`config.mk`:
```
export PLATFORM = sky130hd
export DESIGN_NAME = multicycle_ctrl
export DESIGN_NICKNAME = d
export VERILOG_FILES = /design/src/rtl/mips_pkg.sv /design/src/rtl/alu_decoder.sv /design/src/rtl/multicycle_ctrl.sv
export SDC_FILE = /design/constraint.sdc
export NUM_CORES = 1
export LEC_CHECK = 0
export ABC_CLOCK_PERIOD_IN_PS = 6380
export CAP_MARGIN = 0
export CORE_ASPECT_RATIO = 2
export CORE_MARGIN = 1
export CORE_UTILIZATION = 45
export DETAILED_ROUTE_END_ITERATION = 6
export GPL_ROUTABILITY_DRIVEN = 0
export GPL_TIMING_DRIVEN = 0
export PLACE_DENSITY_LB_ADDON = 0.25
export SLEW_MARGIN = 20
export SYNTH_ARGS = -nofsm -noshare
export SYNTH_HDL_FRONTEND = slang
export SYNTH_HIERARCHICAL = 1
export SYNTH_SLANG_ARGS = --single-unit
```
`constraint.sdc`:
```
create_clock -name CLK -period 6.38 [get_ports CLK]
set_input_delay 0.638 -clock CLK [delete_from_list [all_inputs] [get_ports CLK]]
set_output_delay 0.638 -clock CLK [all_outputs]
set_load 0.005 [all_outputs]
```
`src/rtl/mips_pkg.sv`:
```
// Shared encodings for the multicycle MIPS control slice: FSM states, opcodes,
// funct codes and the datapath select encodings.
package mips_pkg;

    typedef enum logic [3:0] {
        S_FETCH, S_DECODE, S_MEMADR, S_MEMREAD, S_MEMWB, S_MEMWRITE,
        S_EXECUTE, S_ALUWB, S_BRANCH, S_ADDIEX, S_ADDIWB, S_JUMP
    } state_t;

    localparam logic [5:0] OP_RTYPE = 6'b000000;
    localparam logic [5:0] OP_LW    = 6'b100011;
    localparam logic [5:0] OP_SW    = 6'b101011;
    localparam logic [5:0] OP_BEQ   = 6'b000100;
    localparam logic [5:0] OP_ADDI  = 6'b001000;
    localparam logic [5:0] OP_J     = 6'b000010;

    localparam logic [5:0] FN_ADD = 6'b100000;
    localparam logic [5:0] FN_SUB = 6'b100010;
    localparam logic [5:0] FN_AND = 6'b100100;
    localparam logic [5:0] FN_OR  = 6'b100101;
    localparam logic [5:0] FN_SLT = 6'b101010;

    localparam logic [2:0] ALU_AND = 3'b000;
    localparam logic [2:0] ALU_OR  = 3'b001;
    localparam logic [2:0] ALU_ADD = 3'b010;
    localparam logic [2:0] ALU_SUB = 3'b110;
    localparam logic [2:0] ALU_SLT = 3'b111;

    localparam logic [1:0] ALUOP_ADD   = 2'b00;
    localparam logic [1:0] ALUOP_SUB   = 2'b01;
    localparam logic [1:0] ALUOP_FUNCT = 2'b10;

    localparam logic [1:0] SRCB_REG    = 2'b00;
    localparam logic [1:0] SRCB_FOUR   = 2'b01;
    localparam logic [1:0] SRCB_IMM    = 2'b10;
    localparam logic [1:0] SRCB_IMM_SH = 2'b11;

    localparam logic [1:0] PC_ALU    = 2'b00;
    localparam logic [1:0] PC_ALUOUT = 2'b01;
    localparam logic [1:0] PC_JUMP   = 2'b10;

endpackage

```
`src/rtl/alu_decoder.sv`:
```
// Maps ALUOP and FUNCT to the ALU operation code and reports whether FUNCT
// names a supported R-type operation.
module alu_decoder
    import mips_pkg::*;
(
    input  logic [1:0] aluop,
    input  logic [5:0] funct,
    output logic [2:0] alu_control,
    output logic       funct_legal
);

    logic [2:0] funct_ctrl;

    always_comb begin
        funct_legal = 1'b1;
        funct_ctrl  = ALU_ADD;
        case (funct)
            FN_ADD:  funct_ctrl = ALU_ADD;
            FN_SUB:  funct_ctrl = ALU_SUB;
            FN_AND:  funct_ctrl = ALU_AND;
            FN_OR:   funct_ctrl = ALU_OR;
            FN_SLT:  funct_ctrl = ALU_SLT;
            default: funct_legal = 1'b0;
        endcase
    end

    always_comb begin
        case (aluop)
            ALUOP_SUB:   alu_control = ALU_SUB;
            ALUOP_FUNCT: alu_control = funct_ctrl;
            default:     alu_control = ALU_ADD;
        endcase
    end

endmodule

```
`src/rtl/multicycle_ctrl.sv`:
```
// Multicycle MIPS control FSM: sequences the shared datapath, stalls on memory,
// counts retired instructions and keeps a sticky illegal-instruction flag.
module multicycle_ctrl
    import mips_pkg::*;
#(
    parameter int CNT_W = 32
) (
    input  logic             CLK,
    input  logic             RST,
    input  logic [5:0]       OP,
    input  logic [5:0]       FUNCT,
    input  logic             ZERO,
    input  logic             MEM_READY,
    output logic             IORD,
    output logic             MEMWRITE,
    output logic             IRWRITE,
    output logic             REGDST,
    output logic             MEM2REG,
    output logic             REGWRITE,
    output logic             ALUSRCA,
    output logic [1:0]       ALUSRCB,
    output logic [2:0]       ALU_CONTROL,
    output logic [1:0]       PCSRC,
    output logic             PCEN,
    output logic             ILLEGAL,
    output logic [CNT_W-1:0] RETIRED
);

    state_t     state, next;
    logic [1:0] aluop;
    logic       alu_on;
    logic [2:0] dec_ctrl;
    logic       funct_legal;
    logic       set_illegal, retire;

    // ALU op depends only on state, kept apart from the main decode to avoid a comb loop
    always_comb begin
        aluop  = ALUOP_ADD;
        alu_on = 1'b0;
        case (state)
            S_FETCH, S_DECODE, S_MEMADR, S_ADDIEX: alu_on = 1'b1;
            S_EXECUTE: begin alu_on = 1'b1; aluop = ALUOP_FUNCT; end
            S_BRANCH:  begin alu_on = 1'b1; aluop = ALUOP_SUB;   end
            default: ;
        endcase
    end

    alu_decoder u_alu_dec (
        .aluop       (aluop),
        .funct       (FUNCT),
        .alu_control (dec_ctrl),
        .funct_legal (funct_legal)
    );

    always_ff @(posedge CLK) begin
        if (RST) begin
            state   <= S_FETCH;
            ILLEGAL <= 1'b0;
            RETIRED <= '0;
        end else begin
            state <= next;
            if (set_illegal) ILLEGAL <= 1'b1;
            if (retire)      RETIRED <= RETIRED + CNT_W'(1);
        end
    end

    always_comb begin
        next        = state;
        IORD        = 1'b0;
        MEMWRITE    = 1'b0;
        IRWRITE     = 1'b0;
        REGDST      = 1'b0;
        MEM2REG     = 1'b0;
        REGWRITE    = 1'b0;
        ALUSRCA     = 1'b0;
        ALUSRCB     = SRCB_REG;
        ALU_CONTROL = 3'b000;
        PCSRC       = PC_ALU;
        PCEN        = 1'b0;
        set_illegal = 1'b0;
        retire      = 1'b0;
        // Reset cycle: everything quiet so an aborted instruction writes nothing
        if (!RST) begin
            if (alu_on) ALU_CONTROL = dec_ctrl;
            case (state)
                S_FETCH: begin
                    ALUSRCB = SRCB_FOUR;
                    IRWRITE = MEM_READY;
                    PCEN    = MEM_READY;
                    if (MEM_READY) next = S_DECODE;
                end
                S_DECODE: begin
                    ALUSRCB = SRCB_IMM_SH;
                    case (OP)
                        OP_LW, OP_SW: next = S_MEMADR;
                        OP_RTYPE:     next = S_EXECUTE;
                        OP_BEQ:       next = S_BRANCH;
                        OP_ADDI:      next = S_ADDIEX;
                        OP_J:         next = S_JUMP;
                        default: begin next = S_FETCH; set_illegal = 1'b1; end
                    endcase
                end
                S_MEMADR: begin
                    ALUSRCA = 1'b1;
                    ALUSRCB = SRCB_IMM;
                    next    = (OP == OP_SW) ? S_MEMWRITE : S_MEMREAD;
                end
                S_MEMREAD: begin
                    IORD = 1'b1;
                    if (MEM_READY) next = S_MEMWB;
                end
                S_MEMWB: begin
                    MEM2REG  = 1'b1;
                    REGWRITE = 1'b1;
                    retire   = 1'b1;
                    next     = S_FETCH;
                end
                S_MEMWRITE: begin
                    IORD     = 1'b1;
                    MEMWRITE = MEM_READY;
                    retire   = MEM_READY;
                    if (MEM_READY) next = S_FETCH;
                end
                S_EXECUTE: begin
                    ALUSRCA = 1'b1;
                    next    = S_ALUWB;
                end
                S_ALUWB: begin
                    REGDST      = 1'b1;
                    REGWRITE    = funct_legal;
                    retire      = funct_legal;
                    set_illegal = !funct_legal;
                    next        = S_FETCH;
                end
                S_BRANCH: begin
                    ALUSRCA = 1'b1;
                    PCSRC   = PC_ALUOUT;
                    PCEN    = ZERO;
                    retire  = 1'b1;
                    next    = S_FETCH;
                end
                S_ADDIEX: begin
                    ALUSRCA = 1'b1;
                    ALUSRCB = SRCB_IMM;
                    next    = S_ADDIWB;
                end
                S_ADDIWB: begin
                    REGWRITE = 1'b1;
                    retire   = 1'b1;
                    next     = S_FETCH;
                end
                S_JUMP: begin
                    PCSRC  = PC_JUMP;
                    PCEN   = 1'b1;
                    retire = 1'b1;
                    next   = S_FETCH;
                end
                default: next = S_FETCH;
            endcase
        end
    end

endmodule
```
Word level (Yosys, flattened, before mapping). Index checks and enable logic that the tools add are counted.

Register bits: 37. Output and inout bits: 48. Word-level logic and storage cells: 81. Input bits: 16.

$add $sub $neg: 1. Muxes and demuxes: 38. Reductions and logical operators: 13. Eq/ne operators: 26.

Operator list (number): == test 6 bit (second input constant) (7); adder 32 x 1 -> 32 bit (second input constant) (1); case mux 4 bit (7 select lines) (1); case mux 4 bit (5 select lines) (1); two-way mux 1 bit (19); == test 4 x 3 -> 1 bit (second input constant) (4); == test 4 bit (second input constant) (4); two-way mux 4 bit (3); case mux 3 bit (4 select lines) (1); OR reduction 6 bit (2); two-way mux 3 bit (3); == test 4 x 2 -> 1 bit (second input constant) (2); case mux 2 bit (2 select lines) (2); OR reduction 2 bit (4); OR reduction 4 bit (2); == test 6 x 2 -> 1 bit (second input constant) (1); == test 6 x 3 -> 1 bit (second input constant) (1); == test 6 x 4 -> 1 bit (second input constant) (1); zero test 6 bit (1); inequality test 2 bit (second input constant) (3); case mux 1 bit (3 select lines) (2); case mux 2 bit (3 select lines) (1); case mux 3 bit (2 select lines) (1); OR reduction 5 bit (1); 8 further kinds (10).

Logic depth before layout (Yosys ltp). Gate-level depths: netlist of run 1.

Depth after elaboration: 6. Mapped depth: 9. Depth with buffers taken out: 7.

Cells and area by module. Netlist of run 1, hierarchy kept.

Modules (own cells, without submodules): multicycle_ctrl (area each 2393.5 um2, cells each 287, instances 1); alu_decoder (area each 167.7 um2, cells each 18, instances 1).

Worst setup path after synthesis of run 1. No wires, ideal clock.

Path kind: register to output. Start: register state[3]. End: output port ALU_CONTROL[2]. Buffers on the path: 2. Stages on the path, launching flop included: 10. Path slack: 3837 ps. Arrival: 1905 ps. Cells stage by stage: dfxtp_1 -> buf_6 -> clkbuf_1 -> nand2b_1 -> nor3_1 -> inv_1 -> ha_1 -> nand4bb_1 -> o22ai_2 -> nor2b_1.

Longest elaborated chain between the ends: 6.

Ends and longest elaborated chain: start, declared (line multicycle_ctrl.sv:29) `state_t state, next;`; start signal, assigned (line multicycle_ctrl.sv:61) `state <= next;`; == test 4 bit or == test 4 x 3 -> 1 bit (tied branches) (line multicycle_ctrl.sv:40) `case (state)`; case mux 2 bit (2 select lines) (*) (line multicycle_ctrl.sv:40); net aluop[0] (line multicycle_ctrl.sv:30) `logic [1:0] aluop;`; == test 2 bit or == test 2 x 1 -> 1 bit (tied branches) (line alu_decoder.sv:28) `case (aluop)`; case mux 3 bit (2 select lines) (*) (line alu_decoder.sv:28); net dec_ctrl[2] (line multicycle_ctrl.sv:32) `logic [2:0] dec_ctrl;`; two-way mux 3 bit (*) (line multicycle_ctrl.sv:84) `if (alu_on) ALU_CONTROL = dec_ctrl;`; two-way mux 3 bit (*) (line multicycle_ctrl.sv:83) `if (!RST) begin`; end, declared (line multicycle_ctrl.sv:22) `output logic [2:0] ALU_CONTROL,`.

The timed path passes the listed nets; every way through them passes the cells marked *.

Worst setup path after layout of run 1.
Start: register state[3]. End: output port ALU_CONTROL[0].

The elaborated chain is that of the path after synthesis.

==> impl_metrics.tcl, run 1 <==
set metrics [dict create \
    status "finished clean" \
    power.density_nw_per_um2 135 \
    layout_min_cycle_time_ns 3.71 \
    synth_common_cells "nor2_1, dfxtp_1, xnor2_1" \
    synth_top_flop_cell "dfxtp_1" \
    groute.usage.overall_pct 24.3 \
    startpoint_type "flip-flop" \
    cts_tree "yes" \
    power_switching_mw 0.111 \
    cts.reportedPaths.clkPinSlew_ns 0.07 \
    ctsLongestPathBuffers 2 \
    setup_viol 0 \
    tns_ns 0 \
    synth_top_cell_by_area "dfxtp_1" \
    use_met3_pct 4.03 \
    worstPathArrival_ns 3.08 \
    final-seq-area_sq_um 741 \
    p_comb_share_pct 10.7 \
    synth-seq-cells 37 \
    yosys_warnings 6 \
    critPathKind "flip-flop to primary output" \
    die_area_sq_um 6020 \
    relSlewSlack_pct 62.0 \
    nFillCells 520 \
    ys_async_sr_fraction_pct 0 \
    synth_top_family_by_area "simple AND/OR/NAND/NOR gates" \
    endpoint_kind "primary output" \
    synth_area_leaders "dfxtp_1, xnor2_1, a2111oi_2" \
    core-area_sq_um 5470 \
    p_int_mw 0.341 \
    drtIter0Drc 114 \
    final_hold_viol_count 0 \
    wl_mm 7.06 \
    avgRoutedWirePerCell_microns 16.3 \
    synth_compound_area_share_pct 20.1 \
    yosys.area_share.simple_pct 32.1 \
    area_growth_pct 30.5 \
    final_util_pct 61.1 \
    clock_skew_ns 0.00440 \
    drv_cap 0 \
    synth_top_area_share_pct 28.9 \
    tightest_slew_ns 0.569 \
    total_power_mw 0.451 \
    root_buffer "clkbuf_8" \
    synth_edf_count 0 \
    grt-busiest-layer "met2" \
    via_per_inst 5.83 \
    ir_worst_vdd_mv 0.211 \
    met2_usage_pct 48.5 \
    multi_input_area_sq_um 1670 \
    synthXorXnorAreaFrac_pct 9.23 \
    synth.most_common_cell "nor2_1" \
    synthCells 305 \
    drc 0 \
    syn-num-nets 324 \
    synth_fa_ha_area_share_pct 1.47 \
    cts_buffers 5 \
    drtPass1Iterations 4 \
    initial_core_util_pct 46.8 \
    ff2ff_setup_slack_ns 4.37 \
    synthMuxAreaShare_pct 2.30 \
    grt_pass1_vias 2540 \
    p_leak_nw 1.06 \
    overflow 0 \
    drive_above_1_share_pct 10.2 \
    seqPwrFrac_pct 51.5 \
    num_vias 2529 \
    grt_setup_unrepaired "no" \
    grt_pass1_wl_mm 11.5 \
    finalMaxSlewViolations 0 \
    pin_count 64 \
    die_h_microns 109 \
    synth_seq_area_share_pct 28.9 \
    avgSynthCellArea_sq_um 8.40 \
    antenna_left 0 \
    ctsHoldBuffers 0 \
    critical_path_peak_fanout 10 \
    post-route-period-util_pct 58.2 \
    cts.sinks 37 \
    hp-class "flip-flop to flip-flop" \
    cts_resized 0 \
    fp-row-count 38 \
    swShare_pct 24.5 \
    clkPwrFrac_pct 37.8 \
    nets 393 \
    clk_latency_ns 0.30 \
    dp_hpwl_mm 5.48 \
    place.port_buffers 62 \
    grt_start_max_net_pins 11 \
    htree_levels 2 \
    antenna_found_initial 0 \
    critical_path_required_ns 5.74 \
    timing.fmax_mhz 269 \
    die-width_microns 55.3 \
    post-cts-setup-buffers 0 \
    gr-usage-met1_pct 22.0 \
    syn_area_sq_um 2560 \
    antennaDiodeCount 0 \
    synth.distinct_cells 58 \
]
==> area by class of cell <==
cell class	instances	area share (%)
inverters	7	0.786
flip-flops and latches	37	22.2
repair buffers	62	18.6
well taps	60	2.25
plain buffers	22	3.71
multi-input cells	239	50.0
clock buffers	7	2.58
==> placed cells by master, fill, tap and decap left out, types with 5 or more instances in the layout <==
cell type / count
nand4_1: 8
nand2_1: 19
and4_1: 6
o21ai_0: 5
dfxtp_1: 37
nand2b_1: 6
nor2b_1: 6
a21oi_1: 18
a2111oi_2: 11
xnor2_1: 24
nand3_1: 16
clkbuf_1: 12
nor3_1: 12
inv_1: 7
clkdlybuf4s50_1: 62
nor4_1: 5
clkbuf_8: 6
nor2_1: 43
==> worst max-delay path: stages, from the launching register on <==
cell             delay [ns]
dfxtp_1                0.33
buf_6                  0.14
clkbuf_1               0.36
nand2b_1               0.19
nor3_1                 0.25
inv_1                  0.08
ha_1                   0.35
nand4bb_1              0.24
a21oi_1                0.18
nor2b_1                0.15
clkdlybuf4s50_1        0.51
==> power groups by stage <==
| stage | Clock [mW] | Sequential (mW) | Combinational (mW) |
|---|---|---|---|
| finish | 0.171 | 0.233 | 0.0481 |
| global route | 0.182 | 0.233 | 0.0525 |
| CTS | 0.174 | 0.233 | 0.0482 |
| detailed placement | 0 | 0.238 | 0.0479 |
| global placement | 0 | 0.238 | 0.0471 |
| floorplan | 0 | 0.238 | 0.0243 |
==> registers in the layout, summed over array words and instances (netlist names) <==
register and count:
ILLEGAL 1, RETIRED 32, state 4
==> worst paths after layout <==
kind,to,start,cells past startpoint
worst max-delay path,ALU_CONTROL[0],state[3],10
worst min register to register,RETIRED[21],RETIRED[21],2
worst max register to register,RETIRED[22],state[3],7
worst min-delay path,RETIRED[21],RETIRED[21],2
==> stage by stage <==
step	setup slack, ns	std cells	area, sq um	hold WS (ns)
finish	2.67	434	3340	0.510
global route	2.38	434	3340	0.564
CTS	2.68	434	3340	0.512
detailed placement	3.02	427	3260	0.502
global placement	3.02	427	3260	0.485
floorplan	3.84	305	2560	0.477
==> cells by family (layout without fill, tap and decap cells) <==
group | after synthesis | in the layout
AOI/OAI and AO/OA | 60 | 60
xor gates and xnor gates | 27 | 27
adders and majority gates | 3 | 3
buffers and inverters | 29 | 98
DFF | 37 | 37
muxes | 5 | 5
and+or+nand+nor | 144 | 144
==> metal layers <==
layer / share of wire, % / up-vias / wire length [microns]
met4: 3.7 / 0 / 260
met3: 3.5 / 19 / 248
met5: 0 / - / 0
met2: 57 / 82 / 4040
li1: - / 1242 / -
met1: 36 / 1186 / 2510
Note: power is estimated with default switching activity, not from simulation.
==> run 2: changes to the inputs <==
Settings changed: ABC_CLOCK_PERIOD_IN_PS 6380 to 3300.
Clock period 6.38 ns to 3.3 ns, I/O delays scaled along.
==> run 2 against run 1 <==
  * Utilization about the same
  * Sequential power grew 93%
  * Power grew 94%
  * First-iteration DRC count shrank 14%
  * Clock skew about the same
  * Hold slack lost 0.0066 ns
==> impl_metrics.tcl, run 2 (synthesis gave the netlist of run 1 again) <==
set metrics [dict create \
    nets 391 \
    num_vias 2514 \
    overflow 0 \
    relSlewSlack_pct 61.9 \
    cp.buffers_inverters 3 \
    drc 0 \
    drtIter0Drc 98 \
    die_h_microns 109 \
    drv_cap 0 \
    tightest_slew_ns 0.570 \
    clock_skew_ns 0.00443 \
    largest-register "RETIRED" \
    nFillCells 519 \
    critical_path_peak_fanout 19 \
    drtPass1Iterations 4 \
    final_util_pct 61.1 \
    cts_tree "yes" \
    core-area_sq_um 5470 \
    drive_above_1_share_pct 10.5 \
    mostFrequentLayoutCells "clkdlybuf4s50_1, nor2_1, dfxtp_1" \
    wl_mm 6.98 \
    via_per_inst 5.82 \
    design_area_sq_um 3340 \
    hp-class "flip-flop to flip-flop" \
    largest_register_ffs 32 \
    tns_ns 0 \
    reg_top3 "RETIRED (32), state (4), ILLEGAL (1)" \
    post_dp_cell_area_sq_um 3260 \
    ctsLongestPathBuffers 2 \
    final_hold_viol_count 0 \
    antenna_left 0 \
    total_power_mw 0.874 \
    place.port_buffers 62 \
    crit_family "simple AND/OR/NAND/NOR gates" \
    ctsHoldBuffers 0 \
    antennaDiodeCount 0 \
    timing.fmax_mhz 329 \
    htree_levels 2 \
    ir_worst_vdd_mv 0.409 \
    fp-row-count 38 \
    p_leak_nw 1.06 \
    cts.sinks 37 \
    clk_latency_ns 0.30 \
    dp_hpwl_mm 5.48 \
    antenna_found_initial 0 \
    critPathKind "flip-flop to primary output" \
    area_growth_pct 30.4 \
    hold_slack_ns 0.503 \
    die-width_microns 55.3 \
    layout.cells.non_filler 432 \
    grt_pass1_wl_mm 11.5 \
    critical_path_required_ns 2.97 \
    cts_buffers 5 \
    die_area_sq_um 6020 \
    grt_pass1_vias 2544 \
    worstPathArrival_ns 2.71 \
    power.density_nw_per_um2 262 \
    avgRoutedWirePerCell_microns 16.1 \
    endpoint_kind "primary output" \
    pin_count 64 \
    grt_start_max_net_pins 20 \
    crit_path_top_delay_cell "clkdlybuf4s50_1" \
    setup_viol 0 \
    startpoint_type "flip-flop" \
    place_inst 427 \
    finalMaxSlewViolations 0 \
    initial_core_util_pct 46.8 \
    groute.usage.overall_pct 24.2 \
    cp_slowest_stage_delay_ns 0.50 \
    worstPathCellList "buf_2 -> nand2b_1 -> nor3_2 -> inv_1 -> ha_1 -> nand4bb_1 -> a21oi_1 -> nor2b_1 -> clkdlybuf4s50_1" \
    status "finished clean" \
    fin_ws_ns 0.257 \
    cts.reportedPaths.clkPinSlew_ns 0.07 \
    post-route-period-util_pct 92.2 \
    grt_setup_unrepaired "no" \
    layout_min_cycle_time_ns 3.04 \
    final_common_cell "clkdlybuf4s50_1" \
    post-place-ws_ns 0.249 \
    root_buffer "clkbuf_8" \
]
-- run 2: cell types whose count changed in the layout (fill, tap and decap cells not counted) --
cell	previous run	this run
nor3_1	12	11
buf_1	2	1
clkbuf_1	12	11
nor3_2	0	1
-- run 2: final cells by class --
type                            count  area (sq um)  share of cell area [%]
Tap cell                           60          75.1                    2.25
Inverter                            7          26.3                   0.787
Buffer                             20           116                    3.48
Multi-Input combinational cell    239          1680                    50.1
Clock buffer                        7          86.3                    2.58
Timing Repair Buffer               62           621                    18.6
Sequential cell                    37           741                    22.2
-- run 2: layer usage --
metal	wire, microns	GRT usage (%)
met5	0	0
met4	264	15.2
met3	220	4.03
met2	4000	48.2
met1	2490	21.8
-- run 2: timing repair --
| item | CTS | global route |
|---|---|---|
| buffers inserted | 0 | 0 |
| resized for setup | 1 | 0 |
| setup endpoints to repair | 2 | 2 |
| hold endpoints to repair | 0 | 0 |
-- run 2: worst paths after layout --
path                                  endpoint  slack [ns]  cells past startpoint         from
worst max register to register     RETIRED[22]        1.25                      7     state[2]
worst max-delay path            ALU_CONTROL[0]        0.26                      9     state[2]
worst min register to register     RETIRED[21]        0.50                      2  RETIRED[21]
worst min-delay path               RETIRED[21]        0.50                      2  RETIRED[21]
-- run 2: where the power goes --
| part | switching [mW] | internal (mW) | total, mW |
|---|---|---|---|
| sequential | 0.00125 | 0.448 | 0.450 |
| combinational | 0.0488 | 0.0444 | 0.0932 |
| clock | 0.165 | 0.166 | 0.331 |
-- run 2: tightest hold or removal path: stages, from the launching register on --
cell and delay (ns):
dfxtp_1 0.33, o31ai_1 0.07, a21oi_1 0.06
